`config.mk`:
```
export PLATFORM = sky130hd
export DESIGN_NAME = muldiv_unit
export DESIGN_NICKNAME = d
export VERILOG_FILES = /design/src/rtl/muldiv_unit_pkg.sv /design/src/rtl/muldiv_unit.sv
export SDC_FILE = /design/constraint.sdc
export NUM_CORES = 1
export LEC_CHECK = 0
export ABC_CLOCK_PERIOD_IN_PS = 3760
export BUFFER_PORTS_ARGS = -buffer_cell sky130_fd_sc_hd__buf_4
export CAP_MARGIN = 20
export CELL_PAD_IN_SITES_DETAIL_PLACEMENT = 1
export CELL_PAD_IN_SITES_GLOBAL_PLACEMENT = 1
export CORE_UTILIZATION = 50
export CTS_BUF_LIST = sky130_fd_sc_hd__clkbuf_4 sky130_fd_sc_hd__clkbuf_8
export CTS_CLUSTER_SIZE = 16
export DETAILED_ROUTE_END_ITERATION = 8
export PLACE_DENSITY_LB_ADDON = 0.3
export SETUP_SLACK_MARGIN = 0.5
export SYNTH_ARGS = -nofsm -noshare
export SYNTH_HDL_FRONTEND = slang
export SYNTH_SLANG_ARGS = --single-unit
```
`constraint.sdc`:
```
create_clock -name clk -period 3.76 [get_ports clk]
set_input_delay 0.188 -clock clk [delete_from_list [all_inputs] [get_ports clk]]
set_output_delay 0.188 -clock clk [all_outputs]
set_load 0.02 [all_outputs]
```
`src/rtl/muldiv_unit_pkg.sv`:
```
// muldiv_unit_pkg: op encodings, FSM states and iteration count shared by the multiply/divide unit.
package muldiv_unit_pkg;
  typedef enum logic [1:0] {
    OP_MUL_LO = 2'b00,
    OP_MUL_HI = 2'b01,
    OP_DIV_Q  = 2'b10,
    OP_DIV_R  = 2'b11
  } op_t;
  typedef enum logic [1:0] {IDLE, RUN, WB} state_t;
  localparam int ITERS = 8;
endpackage

```
`src/rtl/muldiv_unit.sv`:
```
// muldiv_unit: bit-serial unsigned multiply/divide feeding the register-file write port.
module muldiv_unit
  import muldiv_unit_pkg::*;
#(
  parameter int WIDTH = 8,
  parameter int AW = 3
) (
  input  logic             clk,
  input  logic             rst,
  input  logic             start,
  input  logic [1:0]       op,
  input  logic [WIDTH-1:0] a,
  input  logic [WIDTH-1:0] b,
  input  logic [AW-1:0]    dest,
  output logic             busy,
  output logic             done,
  output logic             we3,
  output logic [AW-1:0]    wa3,
  output logic [WIDTH-1:0] wd3,
  output logic             div_by_zero
);
  state_t state, state_n;
  op_t op_r;
  logic [WIDTH-1:0] hi, lo, b_r, hi_n, lo_n, rem;
  logic [AW-1:0] dest_r;
  logic [3:0] cnt;
  logic [WIDTH:0] sum, diff;
  logic last, dz_start;
  // hi/lo double as rem/quo for divide; op[0] selects hi/rem as the result.
  always_comb begin
    sum = {1'b0, hi} + (lo[0] ? {1'b0, b_r} : '0);
    rem = {hi[WIDTH-2:0], lo[WIDTH-1]};
    diff = {1'b0, rem} - {1'b0, b_r};
    hi_n = op_r[1] ? (diff[WIDTH] ? rem : diff[WIDTH-1:0]) : sum[WIDTH:1];
    lo_n = op_r[1] ? {lo[WIDTH-2:0], ~diff[WIDTH]} : {sum[0], lo[WIDTH-1:1]};
    last = cnt == 4'(ITERS - 1);
    dz_start = op[1] && b == '0;
    state_n = state == IDLE ? (start ? (dz_start ? WB : RUN) : IDLE) :
              state == RUN  ? (last ? WB : RUN) : IDLE;
  end
  always_ff @(posedge clk) begin
    if (rst) begin
      state <= IDLE;
      busy <= 1'b0;
      done <= 1'b0;
      we3 <= 1'b0;
      wa3 <= '0;
      wd3 <= '0;
      div_by_zero <= 1'b0;
    end else begin
      state <= state_n;
      done <= 1'b0;
      we3 <= 1'b0;
      if (state == IDLE && start) begin
        op_r <= op_t'(op);
        b_r <= b;
        dest_r <= dest;
        hi <= '0;
        lo <= a;
        cnt <= '0;
        busy <= 1'b1;
        div_by_zero <= dz_start;
        if (dz_start) begin
          done <= 1'b1;
          we3 <= dest != '0;
          wa3 <= dest;
          wd3 <= op[0] ? a : '1;
        end
      end else if (state == RUN) begin
        hi <= hi_n;
        lo <= lo_n;
        cnt <= cnt + 4'd1;
        if (last) begin
          done <= 1'b1;
          we3 <= dest_r != '0;
          wa3 <= dest_r;
          wd3 <= op_r[0] ? hi_n : lo_n;
        end
      end else if (state == WB) begin
        busy <= 1'b0;
      end
    end
  end
endmodule
```
[After elaboration in Yosys (flattened, before gate mapping)]
Cells that the tools add are included.
Cells by class
  add/subtract/negate cells: 3
  equality and inequality tests: 5
  mux-type cells: 34
  bitwise logic cells: 2
  reductions and logical operators: 13
Operators by type and width (number)
  $mux W8: 13
  $mux W3: 4
  $mux W1: 11
  $mux W2: 5
  $add A8 B8 Y9: 1
  $sub A8 B8 Y9: 1
  $logic_not A8 Y1: 1
  $reduce_and A2 Y1: 3
  $reduce_bool A2 Y1: 3
  $reduce_bool A3 Y1: 2
  $add A4 B1 Y4 const B: 1
  $eq A4 B3 Y1 const B: 1
  $mux W4: 1
  $reduce_and A3 Y1: 1
  $eq A2 B1 Y1 const B: 1
  $eq A2 B2 Y1 const B: 1
  $logic_and A1 B1 Y1: 2
  $logic_not A2 Y1: 1
  $ne A2 B1 Y1 const B: 1
  $ne A2 B2 Y1 const B: 1
  $not A1 Y1: 2
Word-level totals
  register bits: 50
  bits of input ports: 24
  output and inout bits: 15
  logic and storage cells: 70

[Depth between registers and ports, before layout]
Gate-level depths: netlist of the first run.
  word-level depth: 7
  mapped depth: 10
  depth with buffers taken out: 10

[Least setup slack after synthesis of the first run]
No wires, ideal clock.
  kind: input port to flip-flop
  from: input port rst
  to: register cnt[0], enable pin
  arrival time: 2.040 ns
  path slack: 1.297 ns
  stages on the path: 3
  buffers on the path: 2
  cells stage by stage: clkbuf_1 -> clkbuf_1 -> nor3_1
On the way
  word-level cells in the longest chain between the ends: 2
RTL lines
  start, declared: line muldiv_unit.sv:9  | input logic rst,
  $not A1 Y1 (no line)
  $reduce_and A2 Y1 (no line)
  end signal, assigned: line muldiv_unit.sv:72  | cnt <= cnt + 4'd1;
  end, declared: line muldiv_unit.sv:26  | logic [3:0] cnt;
No other way between the ends.
A chain may end at the register's enable or synchronous reset.

[Worst setup path in the final report of the first run]
  from: register lo[7]
  to: register wd3[3]
On the way
  word-level cells in the longest chain between the ends: 7
RTL lines
  start, declared: line muldiv_unit.sv:24  | logic [WIDTH-1:0] hi, lo, b_r, hi_n, lo_n, rem;
  start signal, assigned: line muldiv_unit.sv:71  | lo <= lo_n;
  $sub A8 B8 Y9: line muldiv_unit.sv:33  | diff = {1'b0, rem} - {1'b0, b_r};
  $mux W8 (2 in a row): line muldiv_unit.sv:34  | hi_n = op_r[1] ? (diff[WIDTH] ? rem : diff[WIDTH-1:0]) : sum[WIDTH:1];
  $mux W8: line muldiv_unit.sv:77  | wd3 <= op_r[0] ? hi_n : lo_n;
  $mux W8: line muldiv_unit.sv:73  | if (last) begin
  $mux W8: line muldiv_unit.sv:69  | end else if (state == RUN) begin
  $mux W8: line muldiv_unit.sv:54  | if (state == IDLE && start) begin
  end signal, assigned: line muldiv_unit.sv:67  | wd3 <= op[0] ? a : '1;
  end signal, assigned: line muldiv_unit.sv:77
  end, declared: line muldiv_unit.sv:19  | output logic [WIDTH-1:0] wd3,
No other way between the ends. The select of a mux whose other input is x is not followed.

==> out/metrics.yaml, run 1 <==
status:
  status: "completed"
critical_path:
  r2r_slack_ns: 1.07
  reg2regPathDepth: 9
  critPathMaxFanout: 10
  r2r_end: "wd3[3]$_SDFFE_PP0P_"
  path_class: "reg2reg"
  end_kind: "flop"
  worst_setup_path_start_kind: "flop"
  r2r_start: "lo[7]$_DFFE_PP_"
  arrival_ns: 2.92
  cp_data_required_time_ns: 3.99
power_and_ir_drop:
  p_seq_share_pct: 49.4
  switching_share_pct: 31.2
  comb_power_share_pct: 25.6
  power.internal_w: 0.000914
  clkPwrFrac_pct: 25.0
  power.switching_w: 0.000414
  p_leak_nw: 1.45
  power_density_nw_per_um2: 373
  ir_drop_mv: 0.204
finish:
  diodes: 0
  most-common-layout-cells: "buf_4, nor2_1, edfxtp_1"
  area_growth_pct: 15.5
  final_common_cell: "buf_4"
  nNetsFinal: 400
  drive_gt1_share_pct: 18.4
  fin_cells: 433
drt:
  wl_per_cell_microns: 19.8
  drtIter0Drc: 164
  drt-total-wl_microns: 8570
  dr_total_vias: 2613
  avgViaCountPerCell: 6.03
  ant_nets: 0
  dr.pass1.iters: 4
  remaining_drc_errors: 0
placement:
  gp_congestion: 0.880
  port_buffers: 38
  dp_hpwl_microns: 6490
  dp_cells: 424
global_routing:
  grtUsageTotal_pct: 27.8
  grt_max_degree: 27
  grt_pass1_wl_microns: 13500
  overflow: 0
  antenna_found_initial: 0
  first_global_vias: 2642
synth:
  ys_seq_elements: 50
  dominantRegCellSynth: "edfxtp_1"
  syn_inst: 318
  synth_edf_count: 33
  synth.avg_cell_area_sq_um: 9.69
  syn_nets: 361
  synth_cell_type_count: 56
  async_reset_ff_share_pct: 0
  synth-seq-area-share_pct: 43.2
  ys_warn_count: 0
  syn_area_sq_um: 3080
clock_network:
  htreeDepth: 2
  post_cts_resized: 0
  cts.reportedPaths.clkPinSlew_ns: 0.10
  numCtsBuffers: 5
  cts_root_buf: "clkbuf_8"
  clock-sinks: 50
  clk_latency_ns: 0.31
  cts_buffer_depth: 2
  tritoncts: "built"
  ctsHoldBuffers: 0
  post_cts_buffers: 0
floorplanning:
  die-area_sq_um: 6480
  start_util_pct: 52.1
  io_pins: 39
  die_y_microns: 80.5
  fp.dieW_microns: 80.5
  std_cell_rows: 28
  fp.coreArea_sq_um: 5920
job:
  maxCapViolations: 0
sta:
  clock.fmax_mhz: 371
  finalClockSkew_ns: 0.00979
  setup_viol_count_final: 0
  grt_setup_unrepaired: "false"
  hold_violations: 0
  tightest_slew_ns: 0.800
  fin_crit_ns: 2.69
  slew_headroom_pct: 46.6
  slew_violations: 0
  finalCritPeriodShare_pct: 71.6
  finalSetupTns_ns: 0
worst_hold_path:
  whs_endpoint: "op_r[1]$_DFFE_PP_"
  hold_depth: 1
  min_from: "op[1]"
  holdCritPathClass: "in2reg"
flip-flops by register name (all words and copies together), names as in the netlist:
signal and cells:
state 2, op_r 2, div_by_zero 1, b_r 8, cnt 4, busy 1, lo 8, wd3 8
dest_r 3, wa3 3, done 1, we3 1, hi 8
per-layer routing:
layer  vias to the layer above  track usage [%]  part of all wire [%]
li1                       1253                -                     -
met1                      1282             35.6                    43
met2                        65             48.8                    51
met3                        13             3.86                   3.6
met4                         0             6.96                   1.9
met5                         -                0                     0
final cells by class:
| type | count | area (sq um) |
|---|---|---|
| inverter | 15 | 56.3 |
| multi-input combinational | 240 | 1650 |
| clock inverter | 1 | 6.26 |
| tap | 75 | 93.8 |
| timing repair buffer | 45 | 342 |
| sequential | 50 | 1330 |
| clock buffer | 7 | 83.8 |
| fill | 701 | 2360 |
power groups by stage:
stage | clock network [W] | registers (W) | logic [W]
2_1_floorplan | 0 | 0.000657 | 0.000232
3_3_place_gp | 0 | 0.000666 | 0.000321
3_5_place_dp | 0 | 0.000668 | 0.000334
4_1_cts | 0.000336 | 0.000656 | 0.000338
5_1_grt | 0.000357 | 0.000659 | 0.000372
6_report | 0.000332 | 0.000656 | 0.000341
Yosys cell counts, types with 2 or more instances:
cell,n,share of area (%)
nor2b_1,7,1.4
inv_1,15,1.8
o21ai_0,10,1.6
nor4_1,3,0.61
nand2b_1,8,1.6
and2_1,8,1.6
buf_2,3,0.49
nor4b_1,2,0.57
nand3b_1,6,1.5
nor3_1,12,1.9
nand3_1,4,0.65
a31oi_1,3,0.61
edfxtp_1,33,32
or3_1,3,0.61
xor2_1,5,1.4
o21a_1,4,0.97
xnor2_1,4,1.1
o221ai_1,2,0.57
nand2_1,16,1.9
fa_1,2,1.3
mux2i_1,11,3.6
and3_1,2,0.41
nor2_1,39,4.7
o31ai_1,2,0.49
a21o_1,4,0.97
a311oi_1,4,1.1
clkbuf_1,10,1.2
a21oi_1,25,4.1
o21ai_2,2,0.57
ha_1,17,6.9
dfxtp_1,17,11
o211ai_1,4,0.97
a211oi_1,7,1.7
a211o_1,2,0.57
worst max path at each step:
| stage | from | to | slack, ns | depth (start not counted) |
|---|---|---|---|---|
| after floorplan | rst | cnt[0]$_SDFFCE_PP0P_ | 1.30 | 3 |
| after global placement | lo[7]$_DFFE_PP_ | wd3[3]$_SDFFE_PP0P_ | 1.21 | 9 |
| after detailed placement | lo[7]$_DFFE_PP_ | wd3[3]$_SDFFE_PP0P_ | 1.10 | 9 |
| after CTS | lo[7]$_DFFE_PP_ | wd3[3]$_SDFFE_PP0P_ | 1.07 | 9 |
| after global routing | lo[0]$_DFFE_PP_ | hi[5]$_SDFFCE_PP0P_ | 0.91 | 10 |
| final | lo[7]$_DFFE_PP_ | wd3[3]$_SDFFE_PP0P_ | 1.07 | 9 |
cell families (layout without fill, tap and decap cells):
| kind of cell | after synthesis | in the layout | share of synthesized area (%) |
|---|---|---|---|
| mux | 12 | 12 | 3.94 |
| fa+ha+maj | 19 | 19 | 8.20 |
| flops | 50 | 50 | 43.2 |
| compound gates | 83 | 83 | 18.8 |
| buf+inv | 28 | 68 | 3.53 |
| xor+xnor | 9 | 9 | 2.56 |
| simple gates | 117 | 117 | 19.8 |
per-stage QoR:
stage	hold slack (ns)	utilization, %	worst slack [ns]	power [W]	area (sq um)
6_report	0.0587	60.1	1.07	0.00133	3560
5_1_grt	0.0580	60.1	0.909	0.00139	3560
4_1_cts	0.0553	60.0	1.07	0.00133	3550
3_5_place_dp	0.377	58.4	1.10	0.00100	3460
3_3_place_gp	0.377	58.4	1.21	0.000987	3460
2_1_floorplan	0.267	-	1.30	0.000889	3080
worst max-delay path, cell delays in order, from the launching register on:
cell      delay, ns
edfxtp_1       0.38
inv_1          0.07
ha_1           0.22
fa_1           0.42
nand2b_1       0.24
a211oi_4       0.31
nor2_4         0.12
a221o_1        0.35
a211o_1        0.28
a311oi_2       0.22
Note: power is estimated with default switching activity, not from simulation.
==> run 2, diff against run 1 <==
--- a/config.mk
+++ b/config.mk
@@ -5,12 +5,13 @@
 export SDC_FILE = /design/constraint.sdc
 export NUM_CORES = 1
 export LEC_CHECK = 0
-export ABC_CLOCK_PERIOD_IN_PS = 3760
+export ABC_AREA = 1
+export ABC_CLOCK_PERIOD_IN_PS = 2750
 export BUFFER_PORTS_ARGS = -buffer_cell sky130_fd_sc_hd__buf_4
 export CAP_MARGIN = 20
 export CELL_PAD_IN_SITES_DETAIL_PLACEMENT = 1
 export CELL_PAD_IN_SITES_GLOBAL_PLACEMENT = 1
-export CORE_UTILIZATION = 50
+export CORE_UTILIZATION = 44
 export CTS_BUF_LIST = sky130_fd_sc_hd__clkbuf_4 sky130_fd_sc_hd__clkbuf_8
 export CTS_CLUSTER_SIZE = 16
 export DETAILED_ROUTE_END_ITERATION = 8
==> constraint.sdc (replaced) <==
create_clock -name clk -period 2.75 [get_ports clk]
set_input_delay 0.1375 -clock clk [delete_from_list [all_inputs] [get_ports clk]]
set_output_delay 0.1375 -clock clk [all_outputs]
set_load 0.02 [all_outputs]
==> out/metrics.yaml, run 2 <==
synth:
  dominantRegCellSynth: "edfxtp_1"
  synth.avg_cell_area_sq_um: 7.51
  synth_top_family_by_area: "simple AND/OR/NAND/NOR gates"
  synth-adder-area-share_pct: 7.69
  syn_nets: 481
  async_reset_ff_share_pct: 0
  synth-compound-area-share_pct: 11.9
  synth_common_cells: "nand2_1, inv_1, nand3_1"
  ys_warn_count: 0
  synthXorXnorAreaFrac_pct: 0.799
  synth_cell_type_count: 36
  syn_area_sq_um: 3290
  synthTopCellsByArea: "edfxtp_1, nand2_1, dfxtp_1"
  synth_edf_count: 33
  synthMuxAreaShare_pct: 0
  syn_inst: 438
  ys_seq_elements: 50
  yosys.area_share.simple_pct: 28.9
  synth-seq-area-share_pct: 40.5
  synth_top_area_cell: "edfxtp_1"
  yosysTopAreaCellShare_pct: 30.1
  yosysMostFrequentCell: "nand2_1"
clock_network:
  cts.reportedPaths.clkPinSlew_ns: 0.11
  htreeDepth: 2
  cts_buffer_depth: 2
  cts_root_buf: "clkbuf_8"
  clk_latency_ns: 0.31
  tritoncts: "built"
  clock-sinks: 50
  numCtsBuffers: 5
global_routing:
  grtUsageMet1_pct: 32.0
  first_global_vias: 3228
  grt_pass1_wl_microns: 14900
  busiest_layer: "met2"
  gr-usage-met3_pct: 2.71
  grtUsageTotal_pct: 25.0
  grt_max_degree: 33
  overflow: 0
  use_met2_pct: 42.8
  antenna_found_initial: 0
critical_path:
  critPathMaxFanout: 6
  cp_data_required_time_ns: 3.00
  worst_setup_path_start_kind: "flop"
  path_class: "reg2reg"
  arrival_ns: 2.40
  end_kind: "flop"
finish:
  num-fill-cells: 915
  final_common_cell: "nand2_1"
  fin_util_pct: 54.9
  drive_gt1_share_pct: 23.3
  nNetsFinal: 526
  final_area_sq_um: 3980
  multi_input_area_sq_um: 1730
  seq_area_sq_um: 1330
  diodes: 0
  most-common-layout-cells: "nand2_1, inv_1, buf_4"
  area_growth_pct: 21.2
placement:
  dp_hpwl_microns: 6950
  gp_congestion: 0.837
  dpl_worst_slack_ns: 0.363
  place_area_sq_um: 3670
  port_buffers: 38
sta:
  tightest_slew_ns: 0.714
  clock.fmax_mhz: 467
  finalSetupTns_ns: 0
  finalClockSkew_ns: 0.00912
  finalCritPeriodShare_pct: 77.9
  hold_violations: 0
  setup_viol_count_final: 0
  grt_setup_unrepaired: "true"
  slew_violations: 0
  slew_headroom_pct: 52.3
  finalWorstSetupSlack_ns: 0.607
  fin_crit_ns: 2.14
power_and_ir_drop:
  total_power_w: 0.00223
  ir_drop_mv: 0.329
  p_leak_nw: 1.94
  power_density_nw_per_um2: 561
drt:
  ant_nets: 0
  dr_total_vias: 3076
  wl_per_cell_microns: 15.9
  drt-total-wl_microns: 9270
  dr.pass1.iters: 4
  avgViaCountPerCell: 5.28
  drtIter0Drc: 146
  remaining_drc_errors: 0
floorplanning:
  fp.coreArea_sq_um: 7250
  std_cell_rows: 31
  io_pins: 39
  die-area_sq_um: 7820
  fp.dieW_microns: 88.4
  die_y_microns: 88.4
  start_util_pct: 45.3
status:
  status: "completed"
worst_hold_path:
  holdCritPathClass: "in2reg"
job:
  maxCapViolations: 0
==> run 2: critical path, cell delays in order (launching register included) <==
cell and delay [ns]:
edfxtp_1 0.46, buf_6 0.17, nand2_1 0.05, inv_1 0.06, ha_2 0.39, nand3_2 0.13, nand3_2 0.12, nand3_1 0.11
nand3b_1 0.11, nand3_1 0.10, nand2_1 0.09, nand2_1 0.06, nand2_1 0.08, nand2_1 0.05, a21oi_1 0.11
==> run 2: logic make-up after synthesis <==
kind of cell,Yosys count
simple gates,215
buf+inv,86
compound gates,65
flops,50
fa+ha+maj,19
xor+xnor,3
==> run 2: final cells by class <==
type,count,share of cell area (%)
multi-input cells,302,43.4
repair buffers,53,10.5
flip-flops and latches,50,33.4
well taps,99,3.11
clock inverters,3,1.19
inverters,71,6.69
clock buffers,5,1.73
==> run 2: metrics by stage <==
step,cells,hold WS (ns)
after CTS,576,0.00203
after floorplan,438,0.236
after global routing,583,0.00132
after global placement,565,0.328
final,583,0.0110
after detailed placement,565,0.330
==> run 2: worst paths after layout <==
kind | startpoint | endpoint | cells after the start | slack, ns
setup / recovery | lo[0]$_DFFE_PP_ | wd3[4]$_SDFFE_PP0P_ | 14 | 0.61
hold / removal | b[7] | b_r[7]$_DFFE_PP_ | 1 | 0.01
setup reg to reg | lo[0]$_DFFE_PP_ | wd3[4]$_SDFFE_PP0P_ | 14 | 0.61
hold reg to reg | wd3[0]$_SDFFE_PP0P_ | wd3[0]$_SDFFE_PP0P_ | 2 | 0.50
==> run 2: report_power, final <==
part	total, W	internal (W)	switching [W]
Sequential	0.000926	0.000880	0.0000467
Clock	0.000558	0.000278	0.000280
Combinational	0.000749	0.000292	0.000458
==> run 2: metal layers <==
layer  wire length [microns]  up-vias
met4                     273        0
met5                       0        -
met2                    4550       66
li1                        -     1507
met1                    4200     1477
met3                     242       26
==> run 2: repair_timing <==
action,in CTS,in global routing
hold buffers,0,1
pin swaps,0,9
endpoints found under the setup margin,6,11
gates resized for setup,1,26
hold endpoints to repair,0,1
setup buffers,3,6
